==> config.mk <==
export PLATFORM = sky130hd
export DESIGN_NAME = fb_pattern_engine
export DESIGN_NICKNAME = d
export VERILOG_FILES = /design/src/rtl/fb_pkg.sv /design/src/rtl/fb_pattern_gen.sv /design/src/rtl/fb_pattern_engine.sv
export SDC_FILE = /design/constraint.sdc
export NUM_CORES = 1
export LEC_CHECK = 0
export ABC_AREA = 1
export CAP_MARGIN = 20
export CORE_MARGIN = 2
export CORE_UTILIZATION = 52
export CTS_CLUSTER_DIAMETER = 60
export DETAILED_ROUTE_END_ITERATION = 6
export GPL_ROUTABILITY_DRIVEN = 0
export PLACE_DENSITY = 0.83
export SYNTH_ARGS = -nofsm -noshare
export SYNTH_HDL_FRONTEND = slang
export SYNTH_SLANG_ARGS = --single-unit
export TNS_END_PERCENT = 1
==> constraint.sdc <==
create_clock -name clk -period 3.3 [get_ports clk]
set_input_delay 0.66 -clock clk [delete_from_list [all_inputs] [get_ports clk]]
set_output_delay 0.66 -clock clk [all_outputs]
set_load 0.005 [all_outputs]
==> src/rtl/fb_pkg.sv <==
// Shared encodings and address composition for the framebuffer pattern engine.
package fb_pkg;

   // Pattern selector, latched at start.
   typedef enum logic [1:0] {
      PAT_XRAMP   = 2'd0,
      PAT_YRAMP   = 2'd1,
      PAT_CHECKER = 2'd2,
      PAT_CONST   = 2'd3
   } pat_mode_t;

   // Operation selector, latched at start.
   typedef enum logic {
      OP_WRITE = 1'b0,
      OP_CHECK = 1'b1
   } op_t;

   // Sequencer states.
   typedef enum logic [1:0] {
      ST_IDLE  = 2'd0,
      ST_ISSUE = 2'd1,
      ST_DRAIN = 2'd2,
      ST_DONE  = 2'd3
   } state_t;

   // Linear word address of pixel (x,y) at a power-of-two stride; callers
   // truncate the result to their address width.
   function automatic logic [63:0] compose_addr(input logic [31:0] x,
                                                input logic [31:0] y,
                                                input int unsigned stride_log2);
      return ({32'd0, y} << stride_log2) | {32'd0, x};
   endfunction

endpackage

==> src/rtl/fb_pattern_gen.sv <==
// Combinational pixel generator: (x, y, mode, const) -> pattern word.
module fb_pattern_gen
   import fb_pkg::*;
#(
   parameter int X_W      = 12,
   parameter int Y_W      = 10,
   parameter int DATA_W   = 16,
   parameter int CHK_LOG2 = 4
)(
   input  logic [X_W-1:0]    x,
   input  logic [Y_W-1:0]    y,
   input  pat_mode_t         mode,
   input  logic [DATA_W-1:0] const_val,
   output logic [DATA_W-1:0] pixel
);

   logic [DATA_W-1:0] x_word;
   logic [DATA_W-1:0] y_word;
   logic              chk_x;
   logic              chk_y;

   // Coordinates are zero-extended or truncated to the pixel width.
   if (X_W >= DATA_W) begin : g_x_trunc
      assign x_word = x[DATA_W-1:0];
   end else begin : g_x_ext
      assign x_word = {{(DATA_W-X_W){1'b0}}, x};
   end

   if (Y_W >= DATA_W) begin : g_y_trunc
      assign y_word = y[DATA_W-1:0];
   end else begin : g_y_ext
      assign y_word = {{(DATA_W-Y_W){1'b0}}, y};
   end

   // A square-size bit beyond the coordinate width is always zero.
   if (CHK_LOG2 < X_W) begin : g_chk_x
      assign chk_x = x[CHK_LOG2];
   end else begin : g_chk_x0
      assign chk_x = 1'b0;
   end

   if (CHK_LOG2 < Y_W) begin : g_chk_y
      assign chk_y = y[CHK_LOG2];
   end else begin : g_chk_y0
      assign chk_y = 1'b0;
   end

   // Select the pattern word for the current coordinate.
   always_comb begin
      // NOTE: pixel is assigned on every path (default arm) so no latch is inferred.
      case (mode)
         PAT_XRAMP:   pixel = x_word;
         PAT_YRAMP:   pixel = y_word;
         PAT_CHECKER: pixel = (chk_x ^ chk_y) ? '1 : '0;
         default:     pixel = const_val;
      endcase
   end

endmodule

==> src/rtl/fb_pattern_engine.sv <==
// Framebuffer pattern writer / checker on the SDRAM request port.
// Write op fills the active frame; check op reads it back in order and
// counts mismatches against the regenerated pattern.
module fb_pattern_engine
   import fb_pkg::*;
#(
   parameter int H_ACTIVE        = 1280,
   parameter int V_ACTIVE        = 720,
   parameter int STRIDE_LOG2     = 12,
   parameter int ADDR_W          = 22,
   parameter int DATA_W          = 16,
   parameter int CHK_LOG2        = 4,
   parameter int MAX_OUTSTANDING = 8
)(
   input  logic              clk,
   input  logic              reset_n,
   input  logic              start,
   input  logic              op,
   input  logic [1:0]        mode,
   input  logic [DATA_W-1:0] const_val,
   output logic              busy,
   output logic              done,
   output logic              req_valid,
   input  logic              req_ready,
   output logic              req_we,
   output logic [ADDR_W-1:0] req_addr,
   output logic [DATA_W-1:0] req_wdata,
   input  logic              rd_valid,
   input  logic [DATA_W-1:0] rd_data,
   output logic [15:0]       err_count,
   output logic [ADDR_W-1:0] first_err_addr,
   output logic              err_flag
);

   localparam int X_W   = STRIDE_LOG2;
   localparam int Y_W   = (V_ACTIVE > 1) ? $clog2(V_ACTIVE) : 1;
   localparam int OUT_W = $clog2(MAX_OUTSTANDING + 1);

   localparam logic [X_W-1:0]   X_LAST  = X_W'(H_ACTIVE - 1);
   localparam logic [Y_W-1:0]   Y_LAST  = Y_W'(V_ACTIVE - 1);
   localparam logic [OUT_W-1:0] OUT_MAX = OUT_W'(MAX_OUTSTANDING);

   state_t            state, state_next;
   op_t               op_q;
   pat_mode_t         mode_q;
   logic [DATA_W-1:0] const_q;

   logic [X_W-1:0]    x_q,  rx_q;
   logic [Y_W-1:0]    y_q,  ry_q;
   logic [OUT_W-1:0]  outstanding_q;

   logic [DATA_W-1:0] issue_pixel;
   logic [DATA_W-1:0] ret_pixel;
   logic [ADDR_W-1:0] issue_addr;
   logic [ADDR_W-1:0] ret_addr;

   logic start_ok;
   logic issue_stall;
   logic accept;
   logic last_accept;
   logic rd_accept;
   logic rd_fire;
   logic rd_mismatch;

   assign start_ok    = start && (state == ST_IDLE);
   assign issue_stall = (op_q == OP_CHECK) && (outstanding_q == OUT_MAX);
   assign accept      = req_valid && req_ready;
   assign last_accept = accept && (x_q == X_LAST) && (y_q == Y_LAST);
   assign rd_accept   = accept && (op_q == OP_CHECK);
   // Returns are only meaningful for a check op with reads in flight.
   assign rd_fire     = rd_valid && (op_q == OP_CHECK) && (outstanding_q != '0);
   assign rd_mismatch = rd_fire && (rd_data != ret_pixel);

   assign issue_addr = ADDR_W'(compose_addr(32'(x_q), 32'(y_q), STRIDE_LOG2));
   assign ret_addr   = ADDR_W'(compose_addr(32'(rx_q), 32'(ry_q), STRIDE_LOG2));

   fb_pattern_gen #(
      .X_W(X_W), .Y_W(Y_W), .DATA_W(DATA_W), .CHK_LOG2(CHK_LOG2)
   ) u_issue_gen (
      .x(x_q), .y(y_q), .mode(mode_q), .const_val(const_q), .pixel(issue_pixel)
   );

   fb_pattern_gen #(
      .X_W(X_W), .Y_W(Y_W), .DATA_W(DATA_W), .CHK_LOG2(CHK_LOG2)
   ) u_ret_gen (
      .x(rx_q), .y(ry_q), .mode(mode_q), .const_val(const_q), .pixel(ret_pixel)
   );

   // State register.
   always_ff @(posedge clk) begin
      // NOTE: sequential state uses non-blocking assignments so every register samples pre-edge values.
      if (!reset_n) state <= ST_IDLE;
      else          state <= state_next;
   end

   // Next-state logic.
   always_comb begin
      state_next = state;
      case (state)
         ST_IDLE:  if (start)                  state_next = ST_ISSUE;
         ST_ISSUE: if (last_accept)            state_next = ST_DRAIN;
         ST_DRAIN: if (outstanding_q == '0)    state_next = ST_DONE;
         default:                              state_next = ST_IDLE;
      endcase
   end

   // Outputs: payload is zero outside ISSUE and frozen by the counters while stalled.
   always_comb begin
      busy      = (state != ST_IDLE);
      done      = (state == ST_DONE);
      req_valid = (state == ST_ISSUE) && !issue_stall;
      req_we    = (state == ST_ISSUE) && (op_q == OP_WRITE);
      req_addr  = (state == ST_ISSUE) ? issue_addr : '0;
      req_wdata = req_we ? issue_pixel : '0;
   end

   // Operation config latch plus issue and return scan counters.
   always_ff @(posedge clk) begin
      if (!reset_n) begin
         op_q    <= OP_WRITE;
         mode_q  <= PAT_XRAMP;
         const_q <= '0;
         x_q     <= '0;
         y_q     <= '0;
         rx_q    <= '0;
         ry_q    <= '0;
      end else if (start_ok) begin
         op_q    <= op_t'(op);
         mode_q  <= pat_mode_t'(mode);
         const_q <= const_val;
         x_q     <= '0;
         y_q     <= '0;
         rx_q    <= '0;
         ry_q    <= '0;
      end else begin
         if (accept) begin
            if (x_q == X_LAST) begin
               x_q <= '0;
               y_q <= (y_q == Y_LAST) ? '0 : y_q + 1'b1;
            end else begin
               x_q <= x_q + 1'b1;
            end
         end
         if (rd_fire) begin
            if (rx_q == X_LAST) begin
               rx_q <= '0;
               ry_q <= (ry_q == Y_LAST) ? '0 : ry_q + 1'b1;
            end else begin
               rx_q <= rx_q + 1'b1;
            end
         end
      end
   end

   // Reads in flight: +1 on read accept, -1 on a counted return.
   always_ff @(posedge clk) begin
      if (!reset_n || start_ok) begin
         outstanding_q <= '0;
      end else begin
         case ({rd_accept, rd_fire})
            2'b10:   outstanding_q <= outstanding_q + 1'b1;
            2'b01:   outstanding_q <= outstanding_q - 1'b1;
            default: outstanding_q <= outstanding_q;
         endcase
      end
   end

   // Mismatch accounting; the first failing address is kept until the next start.
   always_ff @(posedge clk) begin
      if (!reset_n || start_ok) begin
         err_count      <= '0;
         err_flag       <= 1'b0;
         first_err_addr <= '0;
      end else if (rd_mismatch) begin
         if (err_count != 16'hFFFF) err_count <= err_count + 16'd1;
         err_flag <= 1'b1;
         if (!err_flag) first_err_addr <= ret_addr;
      end
   end

endmodule

==> reports/qor.txt <==
PWR
-------------------------------------------------------------------------------------
Share of total power consumed by net switching .........................        31.8%
Register share of total power ..........................................        43.8%
Power share of the clock group .........................................        32.9%
Sw Pwr .................................................................      1.04 mW
Static leakage .........................................................      3.14 nW
Post-route total power .................................................      3.28 mW
Worst ir drop on vdd ...................................................   0.000377 V
Combinational cell fraction of total power .............................        23.3%
Internal power of the cells ............................................      2.24 mW
Pwr per Cell Area ......................................................  428 mW/mm^2

ROUTE
-------------------------------------------------------------------------------------
DR vias/cell ...........................................................         5.35
Via count ..............................................................         6388
Drt first pass iters ...................................................            5
Post-detailed-route count of antenna-violating nets ....................            0
Total wire length after detailed routing ............................... 16600 microns
1st-iter DRT viols .....................................................          453
Average wire per cell in the routed design ............................. 13.9 microns
Count of unresolved DRC violations after routing .......................            0

GRT
-------------------------------------------------------------------------------------
Global-route wire length before repair ................................. 27800 microns
M2 GR Usage ............................................................        44.0%
Total global routing overflow ..........................................            0
Met1 Track Usage GR ....................................................        35.3%
Pin count of the biggest net entering global routing ...................           51
GR peak layer ..........................................................         met2
Via count of the first global-routing pass .............................         5751
All-layer global routing usage .........................................        26.9%
GR Layer Usage met3 ....................................................        5.93%
Initial antenna violation count ........................................            0

STA
-------------------------------------------------------------------------------------
Max Fclk ...............................................................      326 MHz
Part of the cycle the worst path needs .................................        93.0%
Setup repair after global routing missed its margin ....................           no
Final sum of negative setup slack ......................................         0 ns
Layout Skew ............................................................   0.00504 ns
Number of endpoints with negative hold slack in the final report .......            0
Hold slack .............................................................     0.465 ns
Max-slew headroom at the worst pin .....................................        52.0%
Final setup violation count ............................................            0
Actual slew at the worst max-slew pin ..................................     0.719 ns
Count of final max-slew check failures .................................            0
Minimum period implied by the final worst setup slack ..................      3.07 ns

LOGIC SYNTHESIS
-------------------------------------------------------------------------------------
Post-Synth Adder-Cell Area .............................................        3.02%
Number of library cell types mapped by synthesis .......................           37
Number of instances in the synthesized netlist .........................          935
Synth Register Bits ....................................................          108
Part of the Yosys area used for sequential elements ....................        35.8%
Xor-xnor portion of the synthesized cell area ..........................        2.61%
Netlist area before placement .......................................... 0.00604 sq mm
Number of warnings reported in the yosys synthesis log .................            0
Compound-gate portion of the synthesized area ..........................        12.2%
Largest family of logic cells by synthesized area ...................... simple AND/OR/NAND/NOR gates
Mux cell area share after synthesis ....................................           0%
FFs w/ async S/R, synth ................................................           0%
Share of synthesized cell area in and, or, nand and nor gates ..........        34.5%
Number of enable-type register cells in the synthesized netlist ........            0
Net count after synthesis ..............................................          989
Mean Syn Cell Area .....................................................   6.46 sq um
Most common flop cell mapped by yosys .................................. sky130_fd_sc_hd__dfxtp_1

PLACE
-------------------------------------------------------------------------------------
Placed wire-length estimate ............................................ 12400 microns
Placed inst area ....................................................... 0.00737 sq mm
Port-buffer cells ......................................................          120

LAYOUT
-------------------------------------------------------------------------------------
Share of layout cells above drive strength 1 ...........................        4.09%
Utilization after layout ...............................................        67.4%
Inserted Diodes ........................................................            0
Flip-flop and latch area ............................................... 0.00216 sq mm
Area of all placed cells without fillers ............................... 0.00766 sq mm
Combined area of the multi-input logic cells ........................... 0.00316 sq mm
P&R area growth vs syn .................................................        26.9%
Net count of the finished layout .......................................         1100
Fill cell total of the finished layout .................................         1010

CTS
-------------------------------------------------------------------------------------
# Post-CTS Setup Buffers ...............................................            0
Hold Buf Count CTS .....................................................            0
Latest clock arrival within the worst-skew pair ........................      0.35 ns
CTS Root Cell .......................................................... sky130_fd_sc_hd__clkbuf_16
Clock-pin slew of the registers on the worst-case setup and hold paths .      0.07 ns
Cells resized by post-CTS repair .......................................            0
Max clock buf depth ....................................................            2
TritonCTS clock tree ...................................................         done
Number of clock buffers inserted by TritonCTS ..........................            9
TritonCTS sink count ...................................................          108
CTS HTree Levels .......................................................            3

FLOORPLAN
-------------------------------------------------------------------------------------
Core outline area ...................................................... 0.0114 sq mm
Starting density of the core ...........................................        53.1%
Area of the die ........................................................ 0.0125 sq mm
Top-level port count ...................................................          121
Die extent in x ........................................................  112 microns
Number of rows in the core area ........................................           39
Floorplan die height ...................................................  112 microns

FLOW RUN
-------------------------------------------------------------------------------------
Number of maximum-capacitance violations ...............................            0

CRITICAL PATH
-------------------------------------------------------------------------------------
Req. time, crit path ...................................................      2.64 ns
Crit-path max FO .......................................................           12
Crit start category ....................................................    flip-flop
WS Path Type ...........................................................      reg2out
Endpoint type of the worst setup path ..................................  output port
CP arrival .............................................................      2.41 ns

WORST HOLD PATH
-------------------------------------------------------------------------------------
Class of the worst hold path ...........................................      reg2reg

STATUS
-------------------------------------------------------------------------------------
Status ................................................................. complete, no violations

## power groups by stage
| stage | clock network [mW] | registers, mW | logic [mW] |
|---|---|---|---|
| floorplan | 0 | 1.45 | 0.476 |
| global placement | 0 | 1.46 | 0.737 |
| detailed placement | 0 | 1.47 | 0.753 |
| CTS | 1.10 | 1.44 | 0.757 |
| global route | 1.15 | 1.45 | 0.847 |
| finish | 1.08 | 1.44 | 0.764 |
## placed cells by master (no fill, tap or decap), types with 4 or more instances in the layout
cell                              synthesis  final
sky130_fd_sc_hd__a21oi_1                 72     72
sky130_fd_sc_hd__nor2_1                 132    132
sky130_fd_sc_hd__buf_4                    3     15
sky130_fd_sc_hd__nand2_1                206    206
sky130_fd_sc_hd__nor3b_1                  5      5
sky130_fd_sc_hd__o21ai_0                 46     46
sky130_fd_sc_hd__inv_2                    4      4
sky130_fd_sc_hd__inv_1                  140    140
sky130_fd_sc_hd__nand4_1                 58     58
sky130_fd_sc_hd__dfxtp_1                108    108
sky130_fd_sc_hd__nor4_1                   4      4
sky130_fd_sc_hd__nand3_1                 38     38
sky130_fd_sc_hd__clkbuf_16                0      9
sky130_fd_sc_hd__nor3_1                  21     21
sky130_fd_sc_hd__clkdlybuf4s50_1          0    120
sky130_fd_sc_hd__ha_1                    13     13
sky130_fd_sc_hd__xnor2_1                  6      6
sky130_fd_sc_hd__xor2_1                  12     12
sky130_fd_sc_hd__a221oi_1                 4      4
## worst paths after layout
kind                startpoint                 to  slack (ns)  depth (start not counted)
max                  mode_q[1]       req_wdata[0]        0.23                         10
min          first_err_addr[3]  first_err_addr[3]        0.47                          2
max reg2reg            ry_q[4]      err_count[11]        0.48                         14
min reg2reg  first_err_addr[3]  first_err_addr[3]        0.47                          2
## flip-flops by register name, summed over array words and instances (netlist names)
name and flops:
ry_q 10, rx_q 12, first_err_addr 22, op_q 1, y_q 10, outstanding_q 4
state 2, err_flag 1, x_q 12, const_q 16, err_count 16, mode_q 2
## critical path, cell delays in order, from the launching register on
cell and delay, ns:
sky130_fd_sc_hd__dfxtp_1 0.42, sky130_fd_sc_hd__inv_2 0.08, sky130_fd_sc_hd__nor2_2 0.17, sky130_fd_sc_hd__inv_1 0.09
sky130_fd_sc_hd__a21oi_1 0.11, sky130_fd_sc_hd__o21ai_0 0.09, sky130_fd_sc_hd__buf_4 0.19, sky130_fd_sc_hd__nand2_1 0.09
sky130_fd_sc_hd__a221oi_1 0.06, sky130_fd_sc_hd__nor3_1 0.21, sky130_fd_sc_hd__clkdlybuf4s50_1 0.55
## layout make-up
cell class              count  area share, %
clock inverters             6          0.849
clock buffers              10           2.99
well taps                 143           2.33
flip-flops and latches    108           28.2
repair buffers            135           17.1
multi-input cells         645           41.3
inverters                 147           7.20
## logic make-up (layout without fill, tap and decap cells)
group,after synthesis,after routing
flops,108,108
simple gates,476,476
buf+inv,182,298
xor+xnor,18,18
fa+ha+maj,14,14
compound gates,137,137
## per-layer routing
metal / vias up / routed length [microns]
met3: 33 / 1070
met5: - / 0
li1: 3234 / -
met2: 235 / 7850
met4: 0 / 434
met1: 2886 / 7240
## cell usage after synthesis, types with 3 or more instances
| cell type | number | area share, % |
|---|---|---|
| sky130_fd_sc_hd__a211oi_1 | 3 | 0.37 |
| sky130_fd_sc_hd__a21oi_1 | 72 | 6.0 |
| sky130_fd_sc_hd__a221oi_1 | 4 | 0.58 |
| sky130_fd_sc_hd__a31oi_1 | 3 | 0.31 |
| sky130_fd_sc_hd__buf_1 | 4 | 0.25 |
| sky130_fd_sc_hd__buf_2 | 5 | 0.41 |
| sky130_fd_sc_hd__buf_4 | 3 | 0.37 |
| sky130_fd_sc_hd__clkbuf_1 | 21 | 1.3 |
| sky130_fd_sc_hd__clkinv_1 | 3 | 0.19 |
| sky130_fd_sc_hd__dfxtp_1 | 108 | 36 |
| sky130_fd_sc_hd__ha_1 | 13 | 2.7 |
| sky130_fd_sc_hd__inv_1 | 140 | 8.7 |
| sky130_fd_sc_hd__inv_2 | 4 | 0.25 |
| sky130_fd_sc_hd__nand2_1 | 206 | 13 |
| sky130_fd_sc_hd__nand3_1 | 38 | 3.1 |
| sky130_fd_sc_hd__nand4_1 | 58 | 6.0 |
| sky130_fd_sc_hd__nor2_1 | 132 | 8.2 |
| sky130_fd_sc_hd__nor2_2 | 3 | 0.31 |
| sky130_fd_sc_hd__nor3_1 | 21 | 1.7 |
| sky130_fd_sc_hd__nor3b_1 | 5 | 0.62 |
| sky130_fd_sc_hd__nor4_1 | 4 | 0.41 |
| sky130_fd_sc_hd__o21ai_0 | 46 | 3.8 |
| sky130_fd_sc_hd__o21bai_1 | 3 | 0.37 |
| sky130_fd_sc_hd__xnor2_1 | 6 | 0.87 |
| sky130_fd_sc_hd__xor2_1 | 12 | 1.7 |
## metrics by stage
| stage | worst slack, ns | instances |
|---|---|---|
| 2_1_floorplan | 0.670 | 935 |
| 3_3_place_gp | 0.404 | 1178 |
| 3_5_place_dp | 0.319 | 1178 |
| 4_1_cts | 0.221 | 1194 |
| 5_1_grt | 0.0250 | 1194 |
| 6_report | 0.230 | 1194 |
Power figures use the tool's default switching activity.
